[config.mk]
export PLATFORM = sky130hd
export DESIGN_NAME = mem_req_responder
export DESIGN_NICKNAME = d
export VERILOG_FILES = /design/src/rtl/mem_resp_pkg.sv /design/src/rtl/mem_timeout_ctr.sv /design/src/rtl/mem_req_responder.sv
export SDC_FILE = /design/constraint.sdc
export NUM_CORES = 1
export LEC_CHECK = 0
export BUFFER_PORTS_ARGS = -buffer_cell sky130_fd_sc_hd__buf_2
export CAP_MARGIN = 20
export CORE_ASPECT_RATIO = 0.9
export CORE_MARGIN = 2
export CORE_UTILIZATION = 50
export DETAILED_ROUTE_END_ITERATION = 8
export MAX_ROUTING_LAYER = met4
export PLACE_DENSITY = 0.93
export SLEW_MARGIN = 20
export SYNTH_ARGS = -nofsm -noshare
export SYNTH_HDL_FRONTEND = slang
export SYNTH_SLANG_ARGS = --single-unit
export TNS_END_PERCENT = 10
[constraint.sdc]
create_clock -name clk -period 7.2 [get_ports clk]
set_input_delay 1.44 -clock clk [delete_from_list [all_inputs] [get_ports clk]]
set_output_delay 1.44 -clock clk [all_outputs]
set_load 0.03 [all_outputs]
[src/rtl/mem_resp_pkg.sv]
// Shared types and default widths for the memory request responder.
//   mem_state_t : responder FSM states (IDLE, ACCESS, RESP)
//   req_src_t   : which core port owns the in-flight transaction
package mem_resp_pkg;

   localparam int unsigned DEF_ADDR_W  = 32;
   localparam int unsigned DEF_DATA_W  = 32;
   localparam int unsigned DEF_TIMEOUT = 15;

   typedef enum logic [1:0] {IDLE, ACCESS, RESP} mem_state_t;

   typedef enum logic {REQ_INSTR, REQ_DATA} req_src_t;

endpackage

[src/rtl/mem_timeout_ctr.sv]
// Saturating ACCESS-cycle counter with synchronous clear.
// Ports:
//   clk, reset : clock, asynchronous active-high reset
//   clr_i      : force count to zero (takes priority over en_i)
//   en_i       : count one cycle; holds at TIMEOUT-1
//   done_c_o   : combinational, high while count == TIMEOUT-1
module mem_timeout_ctr #(
   parameter int unsigned TIMEOUT = 15
) (
   input  logic clk,
   input  logic reset,
   input  logic clr_i,
   input  logic en_i,
   output logic done_c_o
);

   localparam int unsigned CNT_W = (TIMEOUT > 1) ? $clog2(TIMEOUT) : 1;
   localparam logic [CNT_W-1:0] LAST = CNT_W'(TIMEOUT - 1);

   logic [CNT_W-1:0] cnt_q, cnt_d;

   // Next count: clear wins, otherwise count up and stick at LAST.
   always_comb begin
      cnt_d = cnt_q;
      if (clr_i) begin
         cnt_d = '0;
      end else if (en_i && (cnt_q != LAST)) begin
         cnt_d = cnt_q + CNT_W'(1);
      end
   end

   always_ff @(posedge clk or posedge reset) begin
      if (reset) begin
         cnt_q <= '0;
      end else begin
         cnt_q <= cnt_d;
      end
   end

   assign done_c_o = (cnt_q == LAST);

endmodule

[src/rtl/mem_req_responder.sv]
// Memory-side responder: serialises instruction-fetch and data requests
// from a single-cycle core onto one variable-latency single-ported RAM
// and answers each with a one-cycle ready pulse.
// Ports:
//   clk, reset                        : clock, asynchronous active-high reset
//   imem_req/imem_addr                : fetch request (held until i_ready)
//   imem_rdata, i_ready               : fetch data and completion pulse
//   dmem_ren/dmem_wen/dmem_addr/wdata : data request (wen wins over ren)
//   dmem_rdata, d_ready               : load data and completion pulse
//   ram_ren/ram_wen/ram_addr/wdata    : RAM strobes and payload
//   ram_rdata, ram_ready              : RAM return data and completion
//   mem_err                           : error flag, coincident with a ready
// Build option: MEM_MISALIGN_CHECK_EN rejects addresses with addr[1:0]!=0
// without touching the RAM.
module mem_req_responder
   import mem_resp_pkg::*;
#(
   parameter int unsigned ADDR_W  = DEF_ADDR_W,
   parameter int unsigned DATA_W  = DEF_DATA_W,
   parameter int unsigned TIMEOUT = DEF_TIMEOUT
) (
   input  logic              clk,
   input  logic              reset,
   input  logic              imem_req,
   input  logic [ADDR_W-1:0] imem_addr,
   output logic [DATA_W-1:0] imem_rdata,
   output logic              i_ready,
   input  logic              dmem_ren,
   input  logic              dmem_wen,
   input  logic [ADDR_W-1:0] dmem_addr,
   input  logic [DATA_W-1:0] dmem_wdata,
   output logic [DATA_W-1:0] dmem_rdata,
   output logic              d_ready,
   output logic              ram_ren,
   output logic              ram_wen,
   output logic [ADDR_W-1:0] ram_addr,
   output logic [DATA_W-1:0] ram_wdata,
   input  logic [DATA_W-1:0] ram_rdata,
   input  logic              ram_ready,
   output logic              mem_err
);

   mem_state_t        state_q, state_d;
   req_src_t          src_q, src_d;
   logic [ADDR_W-1:0] addr_q, addr_d;
   logic [DATA_W-1:0] wdata_q, wdata_d;
   logic              ren_q, ren_d;
   logic              wen_q, wen_d;
   logic [DATA_W-1:0] irdata_q, irdata_d;
   logic [DATA_W-1:0] drdata_q, drdata_d;
   logic              iready_q, iready_d;
   logic              dready_q, dready_d;
   logic              err_q, err_d;
   logic              to_done_c;

   // Counts ACCESS cycles; cleared while idle so each access starts at zero.
   mem_timeout_ctr #(
      .TIMEOUT (TIMEOUT)
   ) u_timeout (
      .clk      (clk),
      .reset    (reset),
      .clr_i    (state_q == IDLE),
      .en_i     (state_q == ACCESS),
      .done_c_o (to_done_c)
   );

   // Next-state and registered-output logic. Strobes and ready pulses
   // default low so they only exist in the state that owns them.
   always_comb begin
      state_d  = state_q;
      src_d    = src_q;
      addr_d   = addr_q;
      wdata_d  = wdata_q;
      ren_d    = 1'b0;
      wen_d    = 1'b0;
      irdata_d = irdata_q;
      drdata_d = drdata_q;
      iready_d = 1'b0;
      dready_d = 1'b0;
      err_d    = 1'b0;

      case (state_q)
         IDLE: begin
            // Data port has priority over fetch.
            if (dmem_wen || dmem_ren) begin
               src_d   = REQ_DATA;
               addr_d  = dmem_addr;
               wdata_d = dmem_wdata;
               wen_d   = dmem_wen;
               ren_d   = ~dmem_wen;
               state_d = ACCESS;
            end else if (imem_req) begin
               src_d   = REQ_INSTR;
               addr_d  = imem_addr;
               ren_d   = 1'b1;
               state_d = ACCESS;
            end
`ifdef MEM_MISALIGN_CHECK_EN
            // Misaligned: answer with an error without touching the RAM.
            if ((state_d == ACCESS) && (addr_d[1:0] != 2'b00)) begin
               ren_d    = 1'b0;
               wen_d    = 1'b0;
               err_d    = 1'b1;
               iready_d = (src_d == REQ_INSTR);
               dready_d = (src_d == REQ_DATA);
               state_d  = RESP;
            end
`endif
         end

         ACCESS: begin
            // ram_ready on the final count beats the abort.
            if (ram_ready) begin
               if (ren_q) begin
                  if (src_q == REQ_INSTR) begin
                     irdata_d = ram_rdata;
                  end else begin
                     drdata_d = ram_rdata;
                  end
               end
               iready_d = (src_q == REQ_INSTR);
               dready_d = (src_q == REQ_DATA);
               state_d  = RESP;
            end else if (to_done_c) begin
               err_d    = 1'b1;
               iready_d = (src_q == REQ_INSTR);
               dready_d = (src_q == REQ_DATA);
               state_d  = RESP;
            end else begin
               ren_d = ren_q;
               wen_d = wen_q;
            end
         end

         RESP: begin
            state_d = IDLE;
         end

         default: begin
            state_d = IDLE;
         end
      endcase
   end

   always_ff @(posedge clk or posedge reset) begin
      if (reset) begin
         state_q  <= IDLE;
         src_q    <= REQ_INSTR;
         addr_q   <= '0;
         wdata_q  <= '0;
         ren_q    <= 1'b0;
         wen_q    <= 1'b0;
         irdata_q <= '0;
         drdata_q <= '0;
         iready_q <= 1'b0;
         dready_q <= 1'b0;
         err_q    <= 1'b0;
      end else begin
         state_q  <= state_d;
         src_q    <= src_d;
         addr_q   <= addr_d;
         wdata_q  <= wdata_d;
         ren_q    <= ren_d;
         wen_q    <= wen_d;
         irdata_q <= irdata_d;
         drdata_q <= drdata_d;
         iready_q <= iready_d;
         dready_q <= dready_d;
         err_q    <= err_d;
      end
   end

   assign imem_rdata = irdata_q;
   assign i_ready    = iready_q;
   assign dmem_rdata = drdata_q;
   assign d_ready    = dready_q;
   assign ram_ren    = ren_q;
   assign ram_wen    = wen_q;
   assign ram_addr   = addr_q;
   assign ram_wdata  = wdata_q;
   assign mem_err    = err_q;

endmodule

* Word-level counts from Yosys, hierarchy flattened
Cells that the tools add are included.
** Word-level totals
- Register bits :: 140
- Latch bits :: 0
- Bits in writable memories :: 0
- Bits in read-only memories :: 0
- Input port bits :: 134
- Output and inout bits :: 133
- Logic and storage cells :: 57
- Memories :: 0
** Cells by class
- Add/sub/neg operators :: 1
- Multiply operators :: 0
- Div/mod/pow operators :: 0
- Order comparisons :: 0
- Equal/unequal tests :: 5
- Shifts and indexed selects :: 0
- Muxes and demuxes :: 27
- Bitwise logic cells :: 2
- Reduce and logical (&&, ||, !) cells :: 10
** Operators by type and width (count)
- 2-to-1 mux 32 bit :: 2
- 2-to-1 mux 1 bit :: 16
- 2-to-1 mux 2 bit :: 4
- 2-to-1 mux 4 bit :: 2
- AND reduction 4 bit :: 2
- inequality test 3 bit, second input constant :: 2
- AND reduction 2 bit :: 3
- adder 4 x 1 -> 4 bit, second input constant :: 1
- equality test 4 bit, second input constant :: 1
- inequality test 4 bit, second input constant :: 1
- case mux 1 bit (2 select lines) :: 2
- case mux 2 bit (2 select lines) :: 1
- nonzero test 2 bit :: 2
- equality test 2 x 1 -> 1 bit, second input constant :: 1
- zero test 2 bit :: 1
- NOT 1 bit :: 2
- logical AND 1 bit :: 1
- logical OR 1 bit :: 1

* Depth between registers and ports, before layout
- Depth in word-level cells :: 4
- Gate-level depth with buffers :: 5
- Depth with buffers taken out :: 5

* Cells and area by module
A second synthesis with hierarchy kept.
** Unflattened totals
- Cell total of the unflattened synthesis :: 358
- Area, all modules :: 5826.8 µm²
** By module, submodules not included
- mem_req_responder :: times used 1, cells each 335, area an instance 5611.6 µm², seq. area each 3403.3 µm²
- mem_timeout_ctr :: times used 1, cells each 23, area an instance 215.2 µm², seq. area each 100.1 µm²

* Worst setup path before layout
OpenSTA, ideal clock, no wires.
- Path type :: in2reg
- Start :: in dmem_ren
- End :: reg addr_q[0] (netlist: ram_addr[0])
- Library setup time :: 0.125 ns
- Arrival time :: 2.484 ns
- Data required time :: 7.075 ns
- Path slack :: 4.592 ns
- Stages on the path :: 4
- Path buffers :: 1
- Path through :: nor2_1 > buf_2 > mux2_2 > mux2_2
** On the way
- Word-level cells in the longest chain between the ends :: 3
- Elaborated cells on any way between the ends :: 4
- Classes of those cells :: 1 x mux; 3 x reduce/logical
** Ends and longest elaborated chain
- start, declared :: line mem_req_responder.sv:28 : input logic dmem_ren,
- logical OR 1 bit * :: line mem_req_responder.sv:85 : if (dmem_wen || dmem_ren) begin
- nonzero test 2 bit (no source line)
- AND reduction 2 bit (no source line)
- end signal, assigned :: line mem_req_responder.sv:161 : addr_q <= addr_d;
- end, declared :: line mem_req_responder.sv:45 : logic [ADDR_W-1:0] addr_q, addr_d;
Every way passes the cells marked *; elsewhere a longest branch is shown, timed or not.
A chain may end at the register's enable or synchronous reset.

* Final worst setup path
- Start :: in dmem_wen
- End :: reg addr_q[0] (netlist: ram_addr[0])
** On the way
- Word-level cells in the longest chain between the ends :: 3
- Elaborated cells on any way between the ends :: 4
- Classes of those cells :: 1 x mux; 3 x reduce/logical
** Ends and longest elaborated chain
- start, declared :: line mem_req_responder.sv:29 : input logic dmem_wen,
- logical OR 1 bit * :: line mem_req_responder.sv:85
- nonzero test 2 bit (no source line)
- AND reduction 2 bit (no source line)
Marks and branches as above.

==> results.sh <==
export IMPL_cp_end_kind="flop"
export IMPL_hpwlAfterDp_mm=9.80
export IMPL_die_h_um=105
export IMPL_fin_skew_ps=5.52
export IMPL_dr_first_iter_drc_count=118
export IMPL_synth_area_mux_share_pct=32.0
export IMPL_root_buffer="clkbuf_16"
export IMPL_grt_pass1_vias=4392
export IMPL_antenna_found_initial=0
export IMPL_wl_per_cell_um=17.0
export IMPL_vias_per_cell=5.02
export IMPL_grt_max_degree=90
export IMPL_areaGrowthSynthToFinish_pct=36.7
export IMPL_totalWireLength_mm=13.5
export IMPL_leakagePower_uw=0.00391
export IMPL_synth_area_leader_cell="dfrtp_1"
export IMPL_cts_setup_buffers=0
export IMPL_reg2reg_depth=4
export IMPL_ys_seq_area_share_pct=62.0
export IMPL_grt_pass1_wl_mm=21.4
export IMPL_crit_slowest_cell="o31ai_4"
export IMPL_min_period_ps=2790
export IMPL_drv_cap=0
export IMPL_yosysWarningCount=0
export IMPL_dieWidth_um=116
export IMPL_rows=36
export IMPL_path_max_fanout=20
export IMPL_gr_total_overflow=0
export IMPL_clock_latency_ps=410
export IMPL_hold_viol=0
export IMPL_crit_arrival_ps=3080
export IMPL_ant_nets=0
export IMPL_nets=767
export IMPL_place_congestion=0.866
export IMPL_synth_top_area_share_pct=62.0
export IMPL_core_sq_um=10900
export IMPL_cts_htree_levels=4
export IMPL_postCtsResizedCells=0
export IMPL_finalSetupViolCount=0
export IMPL_synth_seq_cells=140
export IMPL_cts_tree="built"
export IMPL_clock_sinks=140
export IMPL_clock_fmax_mhz=358
export IMPL_io_pin_count=267
export IMPL_drc=0
export IMPL_grt_use_total_pct=23.6
export IMPL_syn_area_per_cell_sq_um=15.9
export IMPL_firstDrtPassIters=4
export IMPL_worstPathRequired_ps=7480
export IMPL_power_density_nw_per_um2=509
export IMPL_start_util_pct=51.6
export IMPL_clockBufferDepth=2
export IMPL_dieArea_sq_um=12200
export IMPL_path_class="input port to flop"
export IMPL_start_kind="input port"
export IMPL_path_clk_slew_ps=50
export IMPL_hold_buffers=0
export IMPL_slew_headroom_pct=32.6
export IMPL_syn_cell_area_sq_um=5650
export IMPL_drive_gt1_share_pct=71.9
export IMPL_yosys_cell_types_count=29
export IMPL_tightestPinTransition_ps=1010
export IMPL_synthXorXnorAreaFrac_pct=0.155
export IMPL_setup_tns_ps=0
export IMPL_status="finished, final reports clean"
export IMPL_synth_compound_area_share_pct=1.73
export IMPL_vias=3993
export IMPL_crit_chain="buf_2 -> o31ai_4 -> buf_4 -> mux2_2"
export IMPL_port_buffers=266
export IMPL_worstHoldPathCells=1
export IMPL_synth_top_family_by_area="multiplexers"
export IMPL_finalCritPeriodShare_pct=38.8
export IMPL_synth_simple_area_share_pct=1.86
export IMPL_synth_net_count=492
export IMPL_min_path_type="flop to flop"
export IMPL_synth_adder_area_share_pct=0.443
export IMPL_ir_worst_vdd_mv=0.310
export IMPL_final_cell_count_no_fill=796
export IMPL_final_max_slew_viol_count=0
export IMPL_synth_area_top_cells="dfrtp_1, mux2_2, buf_2, buf_4, mux2_1"
export IMPL_dp_cells=764
export IMPL_synth_cells=356
export IMPL_critPathMaxStageDelay_ps=690
export IMPL_rsz0062_at_grt="false"
export IMPL_cts_buffers_inserted=17
-- sequential cells by signal, summed over array words and instances, names as in the netlist --
register / count
ram_wdata: 32
imem_rdata: 32
i_ready: 1
ram_ren: 1
mem_err: 1
ram_addr: 32
d_ready: 1
ram_wen: 1
src_q: 1
u_timeout.cnt_q: 4
state_q: 2
dmem_rdata: 32
-- final timing paths --
| path | start | to | slack (ps) |
|---|---|---|---|
| worst min-delay path | imem_rdata[25] | imem_rdata[25] | 490 |
| worst max-delay path | dmem_wen | ram_addr[0] | 4410 |
| worst min register to register | imem_rdata[25] | imem_rdata[25] | 490 |
| max in group asynchronous | reset | ram_wdata[12] | 4990 |
| worst max register to register | state_q[0] | ram_addr[0] | 5230 |
| min in group asynchronous | reset | ram_wdata[16] | 1070 |
-- routing by layer --
metal	global-route usage [%]	up-vias	share of wire, %
li1	-	1822	-
met1	25.4	1938	38
met2	41.0	193	53
met3	5.57	40	5.7
met4	10.8	0	2.9
met5	-	-	0
-- final cells by class --
| class | count | area [sq um] |
|---|---|---|
| fillers | 741 | 3220 |
| diodes | 1 | 2.50 |
| well taps | 152 | 190 |
| multi-input cells | 198 | 2080 |
| clock buffers | 24 | 502 |
| repair buffers | 271 | 1370 |
| inverters | 3 | 16.3 |
| clock inverters | 7 | 62.6 |
| flip-flops and latches | 140 | 3500 |
-- through the flow --
| stage | util, % | total power (uW) | hold slack (ps) | cell area (sq um) | worst slack (ps) |
|---|---|---|---|---|---|
| floorplan | - | 2570 | 467 | 5650 | 2010 |
| global placement | 65.4 | 3040 | 462 | 7160 | 4090 |
| detailed placement | 65.4 | 3120 | 484 | 7160 | 4010 |
| CTS | 70.5 | 3960 | 496 | 7720 | 4420 |
| global route | 70.6 | 4120 | 508 | 7720 | 4340 |
| finish | 70.6 | 3930 | 493 | 7730 | 4410 |
-- cell usage in the layout (no fill, tap or decap) --
cell type	count
buf_2	266
mux2_2	156
dfrtp_1	140
clkbuf_16	17
nand2_1	6
o21ai_0	5
clkinv_2	5
clkbuf_8	5
mux2_1	4
buf_4	4
nand3_1	2
inv_1	2
and2_1	2
a21oi_1	2
nor3_1	2
ha_1	2
clkbuf_1	2
diode_2	1
and2b_1	1
nand4_1	1
nor2_2	1
nor2_1	1
o31ai_4	1
nand2b_1	1
nor3_4	1
a41o_1	1
mux2i_1	1
o21ai_4	1
and3_1	1
o21a_1	1
nor2b_1	1
inv_6	1
a21bo_2	1
a22o_1	1
o2bb2ai_1	1
xor2_1	1
bufinv_16	1
clkinvlp_4	1
buf_6	1
-- logic make-up after synthesis --
| kind of cell | after synthesis |
|---|---|
| AO/OA/AOI/OAI | 14 |
| XOR/XNOR | 1 |
| adder cells (fa/ha/maj) | 2 |
| buffers and inverters | 18 |
| flip-flops | 140 |
| multiplexers | 161 |
| AND/OR/NAND/NOR | 20 |
-- worst max-delay path, delay by kind of cell --
family | cells | cell delay (ps)
buffers and inverters | 2 | 560
AOI/OAI and AO/OA | 1 | 690
muxes | 1 | 380
-- cells in the mapped netlist, drive strengths merged --
| cell | instances |
|---|---|
| a21bo | 1 |
| o2bb2ai | 1 |
| nand4 | 1 |
| nor2 | 2 |
| a22o | 1 |
| a41o | 1 |
| nor3 | 3 |
| o21ai | 6 |
| xor2 | 1 |
| and2 | 2 |
| buf | 15 |
| mux2 | 160 |
| nand2b | 1 |
| and3 | 1 |
| o21a | 1 |
| mux2i | 1 |
| nand3 | 2 |
| a21oi | 2 |
| nand2 | 6 |
| o31ai | 1 |
| dfrtp | 140 |
| inv | 3 |
| ha | 2 |
| nor2b | 1 |
| and2b | 1 |
-- where the power goes --
group          total [uW]  internal, uW  switching [uW]
sequential           1360          1150             205
combinational        1750           636            1120
clock                 819           516             303
total                3930          2300            1620
Power figures use the tool's default switching activity.
